--- src/rtl/digit_serial_subtractor_pkg.sv ---
// Shared constants, FSM state type and overflow helper for the digit-serial subtractor.
package sub_pkg;

  localparam int DEF_WIDTH = 32;
  localparam int DEF_DIGIT = 4;

  typedef enum logic [1:0] {
    IDLE = 2'd0,
    RUN  = 2'd1,
    DONE = 2'd2
  } state_e;

  // Overflow happens when the operand signs differ and the result sign departs from X.
  function automatic logic signed_of(input logic xm, input logic ym, input logic dm);
    return (xm != ym) && (dm != xm);
  endfunction

endpackage

--- src/rtl/digit_serial_subtractor_digit.sv ---
// DIGIT-bit combinational borrow-ripple slice: d = a - b - bin, built as a + ~b + ~bin.
module digit_subtractor #(
  parameter int DIGIT = 4
) (
  input  logic [DIGIT-1:0] a,
  input  logic [DIGIT-1:0] b,
  input  logic             bin,
  output logic [DIGIT-1:0] d,
  output logic             bout
);

  logic [DIGIT:0] c;

  assign c[0] = ~bin;

  for (genvar i = 0; i < DIGIT; i++) begin : g_bit
    assign d[i]   = a[i] ^ ~b[i] ^ c[i];
    assign c[i+1] = (a[i] & ~b[i]) | (a[i] & c[i]) | (~b[i] & c[i]);
  end

  assign bout = ~c[DIGIT];

endmodule

--- src/rtl/digit_serial_subtractor.sv ---
// Digit-serial X - Y - Bin with valid/ready on both sides; one DIGIT-bit slice reused per cycle.
module digit_serial_subtractor
  import sub_pkg::*;
#(
  parameter int WIDTH = DEF_WIDTH,
  parameter int DIGIT = DEF_DIGIT
) (
  input  logic             clk,
  input  logic             rst_n,
  input  logic             in_valid,
  output logic             in_ready,
  input  logic [WIDTH-1:0] X,
  input  logic [WIDTH-1:0] Y,
  input  logic             Bin,
  output logic             out_valid,
  input  logic             out_ready,
  output logic [WIDTH-1:0] D,
  output logic             Bout,
  output logic             OF
);

  localparam int NDIG = WIDTH / DIGIT;
  localparam int CW   = (NDIG > 1) ? $clog2(NDIG) : 1;

  if (WIDTH % DIGIT != 0) begin : g_bad_digit
    $error("DIGIT must divide WIDTH evenly");
  end

  state_e           state_q, state_d;
  logic [WIDTH-1:0] x_q, y_q, d_q;
  logic [CW-1:0]    cnt_q;
  logic             brw_q, bout_q, of_q;

  logic [DIGIT-1:0] dig_a, dig_b, dig_d;
  logic             dig_bout, last_dig;

  assign last_dig = (cnt_q == CW'(NDIG - 1));
  assign dig_a    = x_q[cnt_q*DIGIT +: DIGIT];
  assign dig_b    = y_q[cnt_q*DIGIT +: DIGIT];

  digit_subtractor #(.DIGIT(DIGIT)) u_slice (
    .a    (dig_a),
    .b    (dig_b),
    .bin  (brw_q),
    .d    (dig_d),
    .bout (dig_bout)
  );

  always_ff @(posedge clk) begin
    if (!rst_n) state_q <= IDLE;
    else        state_q <= state_d;
  end

  always_comb begin
    state_d = state_q;
    case (state_q)
      IDLE:    if (in_valid)  state_d = RUN;
      RUN:     if (last_dig)  state_d = DONE;
      DONE:    if (out_ready) state_d = IDLE;
      default: state_d = IDLE;
    endcase
  end

  always_comb begin
    in_ready  = rst_n && (state_q == IDLE);
    out_valid = (state_q == DONE);
  end

  // Operands need no reset: they are only read after being loaded on accept.
  always_ff @(posedge clk) begin
    if (in_ready && in_valid) begin
      x_q <= X;
      y_q <= Y;
    end
  end

  always_ff @(posedge clk) begin
    if (!rst_n) begin
      cnt_q  <= '0;
      brw_q  <= 1'b0;
      d_q    <= '0;
      bout_q <= 1'b0;
      of_q   <= 1'b0;
    end else begin
      case (state_q)
        IDLE: if (in_valid) begin
          cnt_q <= '0;
          brw_q <= Bin;
        end
        RUN: begin
          d_q[cnt_q*DIGIT +: DIGIT] <= dig_d;
          brw_q                     <= dig_bout;
          cnt_q                     <= last_dig ? '0 : cnt_q + CW'(1);
          if (last_dig) begin
            bout_q <= dig_bout;
            of_q   <= signed_of(x_q[WIDTH-1], y_q[WIDTH-1], dig_d[DIGIT-1]);
          end
        end
        default: ;
      endcase
    end
  end

  assign D    = d_q;
  assign Bout = bout_q;
  assign OF   = of_q;

endmodule
--- config.mk ---
export PLATFORM = sky130hd
export DESIGN_NAME = digit_serial_subtractor
export DESIGN_NICKNAME = d
export VERILOG_FILES = /design/src/rtl/digit_serial_subtractor_pkg.sv /design/src/rtl/digit_serial_subtractor_digit.sv /design/src/rtl/digit_serial_subtractor.sv
export SDC_FILE = /design/constraint.sdc
export NUM_CORES = 1
export LEC_CHECK = 0
export CORE_UTILIZATION = 40
export CTS_BUF_LIST = sky130_fd_sc_hd__clkbuf_4 sky130_fd_sc_hd__clkbuf_8
export CTS_CLUSTER_SIZE = 10
export DETAILED_ROUTE_END_ITERATION = 8
export MAX_ROUTING_LAYER = met4
export PLACE_DENSITY_LB_ADDON = 0.2
export SETUP_SLACK_MARGIN = 0.4
export SYNTH_ARGS = -nofsm -noshare
export SYNTH_HDL_FRONTEND = slang
export SYNTH_SLANG_ARGS = --single-unit
--- constraint.sdc ---
create_clock -name clk -period 4.25 [get_ports clk]
set_input_delay 0.85 -clock clk [delete_from_list [all_inputs] [get_ports clk]]
set_output_delay 0.85 -clock clk [all_outputs]
set_load 0.01 [all_outputs]
==> results.json, run 1 <==
{
  "power_w": 0.00192,
  "mostFrequentLayoutCell": "clkdlybuf4s50_1",
  "clockBufferDepth": 2,
  "port_buffers": 104,
  "synth_top_area_share": 0.449,
  "rr_endpoint": "OF",
  "synth_cell_types": 37,
  "firstDrtPassIters": 4,
  "grt_use_total": 0.165,
  "postPlaceCellArea_um2": 5450,
  "ff2ff_setup_slack_ps": 570,
  "final_layout_size_suffix_gt1_frac": 0.106,
  "cts_max_level": 3,
  "setup_tns_ps": 0,
  "power.density_nw_per_um2": 341,
  "slew_headroom": 0.470,
  "final_cell_mix": "clkdlybuf4s50_1, edfxtp_1, nand2_1",
  "synthTopCellsByArea": "edfxtp_1, dfxtp_1, mux2i_1",
  "wl_per_cell_um": 15.7,
  "drtIter0Drc": 100,
  "ff2ff_path_depth": 9,
  "area_growth_pct": 31.8,
  "min_from": "D[2]",
  "synth_seq_cells": 104,
  "initial_core_util": 0.414,
  "avgSynthCellArea_um2": 14.4,
  "async_reset_ff_frac": 0,
  "die_y_um": 105,
  "synth.cell_area_um2": 4280,
  "ant_nets": 0,
  "max_cap_viol_count": 0,
  "antenna_found_initial": 0,
  "wl_met2_um": 4210,
  "drc": 0,
  "synth-edff-count": 64,
  "rows": 37,
  "clock_latency_ps": 370,
  "path_class": "reg -> reg",
  "multiInputGateArea_um2": 1460,
  "grt_pass1_wl_um": 13800,
  "whs_path_depth": 2,
  "place.gp.congestion": 0.726,
  "grt_max_degree": 65,
  "postCtsSetupRepairBufs": 0,
  "synth_top_cell_by_area": "edfxtp_1",
  "hold_viol_final": 0,
  "grt_pass1_vias": 2790,
  "setup_viol": 0,
  "vias_per_cell": 4.99,
  "fin_cells": 541,
  "ctsRootBufferMaster": "clkbuf_8",
  "hold_end": "D[2]",
  "grt.overflow.total": 0,
  "highest_layer": "met4",
  "cts_tree": "done",
  "wl_um": 8480,
  "status": "complete, no violations",
  "hp-class": "reg -> reg",
  "fin_skew_ps": 19.1,
  "leakagePower_nw": 2.01,
  "nets": 480,
  "dp_hpwl_um": 6110,
  "worstMarginPinSlew_ps": 789,
  "worstSetupStartpointType": "register",
  "core-area_um2": 10300,
  "fillers": 846,
  "clk_pin_slew_worst_paths_ps": 100,
  "dieArea_um2": 11100,
  "max_clock_freq_mhz": 272,
  "r2r_start": "cnt_q[0]",
  "yosysSeqAreaShare": 0.636,
  "endpoint_kind": "register",
  "cp.required_ps": 4540,
  "syn_inst": 297,
  "regArea_um2": 2720,
  "synthFlopType": "edfxtp_1",
  "ys_warn_count": 0,
  "dieWidth_um": 105,
  "cts_sinks": 104,
  "syn-num-nets": 377,
  "via_count": 2702,
  "cts_buffers": 9,
  "post-place-cells": 525,
  "crit_fanout": 8,
  "ir_drop_v": 0.000167,
  "drv_slew": 0,
  "io_pins": 105,
  "final_cell_area_um2": 5640,
  "finalCritPeriodShare": 0.866,
  "antenna_cells": 0,
  "wl_met3_um": 439,
  "final_util": 0.546,
  "met1Wirelength_um": 3730,
  "cp.arrival_ps": 3970,
  "finalCriticalPeriod_ps": 3680,
  "rsz0062_at_grt": "false"
}
## metal layers
| layer | track usage | vias up |
|---|---|---|
| li1 | - | 1293 |
| met5 | - | - |
| met4 | 0.0584 | 0 |
| met3 | 0.0266 | 11 |
| met2 | 0.268 | 103 |
| met1 | 0.211 | 1295 |
## Yosys cell counts (2+ instances only)
library cell	count
edfxtp_1	64
nand2_1	54
dfxtp_1	40
mux2i_1	36
mux4_2	16
clkbuf_1	12
nor2b_1	9
ha_1	7
nand3_1	6
inv_1	5
nand4_1	5
fa_1	4
nand4b_1	4
nor3_1	4
buf_2	3
nand2b_1	3
nor2_1	3
a22oi_1	2
o211a_1	2
## through the flow
step	worst slack, ps	hold slack, ps
global route	415	482
detailed placement	525	446
CTS	494	465
floorplan	557	479
finish	570	462
global placement	584	443
## where the power goes
part | total (W) | internal, W | switching (W)
Clock | 0.000576 | 0.000228 | 0.000347
Combinational | 0.000225 | 0.000122 | 0.000103
Sequential | 0.00112 | 0.00111 | 0.0000136
Total | 0.00192 | 0.00146 | 0.000464
## logic make-up (layout without fill, tap and decap cells)
kind of cell / after synthesis / in the layout / share of synthesized area
flip-flops: 104 / 104 / 0.636
AO/OA/AOI/OAI: 11 / 11 / 0.0196
multiplexers: 52 / 52 / 0.168
adder cells (fa/ha/maj): 11 / 11 / 0.0392
buffers and inverters: 23 / 131 / 0.0237
AND/OR/NAND/NOR: 96 / 96 / 0.113
## flip-flops by register name, indices dropped and copies added (netlist names)
signal	flops
brw_q	1
D	32
OF	1
Bout	1
y_q	32
x_q	32
cnt_q	3
state_q	2
## layout make-up
cell class              instances  share of cell area
inverters                       6             0.00400
clock buffers                  10              0.0233
repair buffers                109               0.192
multi-input cells             170               0.258
clock inverters                 6             0.00910
flip-flops and latches        104               0.483
well taps                     136              0.0302
## critical path, stage by stage (launching register included)
cell	delay, ps
dfxtp_2	510
mux4_2	530
nand2_1	80
nand2_1	80
fa_1	410
fa_1	380
fa_1	380
fa_1	590
or3b_2	480
a31oi_1	170
## worst max path at each step
stage | startpoint | end | slack (ps) | depth (start not counted)
2_1_floorplan | cnt_q[1] | OF | 560 | 10
3_3_place_gp | cnt_q[0] | OF | 580 | 9
3_5_place_dp | cnt_q[0] | OF | 530 | 9
4_1_cts | cnt_q[0] | OF | 490 | 9
5_1_grt | cnt_q[0] | OF | 410 | 9
6_report | cnt_q[0] | OF | 570 | 9
## repair_timing
action / 4_1_cts / 5_1_grt
hold buffers: 0 / 0
endpoints found under the hold margin: 0 / 0
resized for setup: 0 / 1
endpoints found under the setup margin: 0 / 1
(Power assumes the default switching activity.)
==> run 2: changes to the inputs <==
SKIP_LAST_GASP = 1   (was default)
==> results of run 2 <==
The final DEF is identical to that of run 1; final timing and power are the same.
==> run 3: changes to the inputs <==
PLACE_DENSITY_LB_ADDON = 0.05   (was 0.2)
==> run 3 against run 2 <==
  * Die area stayed put
  * Clock skew decreased by 5.8 ps
  * Clock power grew 9.0%
  * Cell count up 0.37%
  * Fmax is 1.9% higher
  * Routed wire length is 3.6% higher
  * Sequential power is essentially flat
  * Non-clock buffer count increased by 2
  * Combinational power grew 3%
  * Core utilization up 0.34 points
  * Largest cell class unchanged
==> results.json, run 3 (synthesis gave the netlist of run 1 again) <==
{
  "io_pins": 105,
  "dieWidth_um": 105,
  "hold_viol_final": 0,
  "wl_per_cell_um": 16.2,
  "drc": 0,
  "clock_latency_ps": 370,
  "r2r_start": "cnt_q[1]",
  "power.density_nw_per_um2": 349,
  "grt.overflow.total": 0,
  "postPlaceCellArea_um2": 5460,
  "finalCritPeriodShare": 0.849,
  "initial_core_util": 0.414,
  "place.gp.congestion": 0.737,
  "core-area_um2": 10300,
  "ctsRootBufferMaster": "clkbuf_8",
  "clockBufferDepth": 2,
  "antenna_found_initial": 0,
  "clk_pin_slew_worst_paths_ps": 100,
  "final_cell_mix": "clkdlybuf4s50_1, edfxtp_1, nand2_1",
  "cts_tree": "done",
  "startpoint": "cnt_q[1]",
  "firstDrtPassIters": 4,
  "path_class": "reg -> reg",
  "crit_fanout": 16,
  "max_clock_freq_mhz": 277,
  "vias_per_cell": 5.01,
  "via_count": 2718,
  "final_layout_size_suffix_gt1_frac": 0.111,
  "cts_buffers": 9,
  "dieArea_um2": 11100,
  "rsz0062_at_grt": "false",
  "grt_pass1_wl_um": 13900,
  "drv_slew": 0,
  "rows": 37,
  "slew_headroom": 0.475,
  "endpoint_kind": "register",
  "grt_use_total": 0.172,
  "area_growth_pct": 32.6,
  "finalCriticalPeriod_ps": 3610,
  "leakagePower_nw": 2.03,
  "status": "complete, no violations",
  "worstSetupStartpointType": "register",
  "setup_tns_ps": 0,
  "drtIter0Drc": 77,
  "cp.arrival_ps": 3900,
  "antenna_cells": 0,
  "wl_um": 8790,
  "setup_viol": 0,
  "port_buffers": 104,
  "ir_drop_v": 0.000198,
  "fin_skew_ps": 13.3,
  "hp-class": "reg -> reg",
  "dp_hpwl_um": 6420,
  "grt_max_degree": 45,
  "grt_pass1_vias": 2749,
  "cp.required_ps": 4540,
  "die_y_um": 105,
  "final_cell_area_um2": 5670,
  "worstMarginPinSlew_ps": 782,
  "mostFrequentLayoutCell": "clkdlybuf4s50_1",
  "max_cap_viol_count": 0,
  "min_from": "D[5]",
  "nets": 482,
  "ant_nets": 0,
  "cts_sinks": 104,
  "cts_max_level": 3
}
## run 3: cell count changes in the layout (fill, tap and decap cells not counted)
cell       before  now
buf_4           4    7
inv_6           3    1
buf_6           1    0
bufinv_16       0    1
clkbuf_4        1    0
clkinv_1        0    1
dfxtp_1        39   38
dfxtp_4         0    1
inv_8           0    1
## run 3: layout make-up
type	count	area, um^2
Clock buffer	9	124
Clock inverter	7	78.8
Fill cell	896	4650
Inverter	6	22.5
Multi-Input combinational cell	170	1460
Sequential cell	104	2730
Tap cell	136	170
Timing Repair Buffer	111	1090
## run 3: metal layers
layer  share of wire  vias up  routed length [um]  GRT usage
met1            0.43     1327                3790      0.212
met3           0.046       10                 405     0.0284
li1                -     1296                   -          -
met5               0        -                   0          -
met2            0.51       85                4470      0.286
met4           0.013        0                 111     0.0614
## run 3: repair_timing
item,CTS,global route
cloned,0,0
gates resized for setup,1,1
setup endpoints to repair,1,1
buffers inserted,0,1
hold buffers,0,0
## run 3: worst max-delay path, cell delays in order, from the launching register on
cell and delay [ps]:
dfxtp_2 470, buf_4 270, mux4_2 210, mux2i_1 130, fa_1 410, fa_1 400
fa_1 390, fa_1 580, or3b_2 480, a31oi_1 180
## run 3: report_power, final
part / switching [W] / internal, W / total, W
sequential: 0.0000126 / 0.00111 / 0.00112
combinational: 0.000108 / 0.000123 / 0.000231
clock: 0.000349 / 0.000279 / 0.000628
## run 3: worst paths after layout
| kind | to | slack (ps) | cells past startpoint |
|---|---|---|---|
| worst min register to register | D[5] | 460 | 2 |
| worst min-delay path | D[5] | 460 | 2 |
| worst max register to register | OF | 640 | 9 |
| worst max-delay path | OF | 640 | 9 |
## run 3: stage by stage
| step | setup WS [ps] | std cells | hold slack [ps] | power (W) | utilization |
|---|---|---|---|---|---|
| global route | 507 | 543 | 484 | 0.00206 | 0.549 |
| global placement | 509 | 526 | 445 | 0.00137 | 0.529 |
| detailed placement | 445 | 526 | 448 | 0.00138 | 0.529 |
| floorplan | 557 | 297 | 479 | 0.00126 | - |
| finish | 640 | 543 | 460 | 0.00198 | 0.549 |
| CTS | 484 | 542 | 465 | 0.00200 | 0.549 |
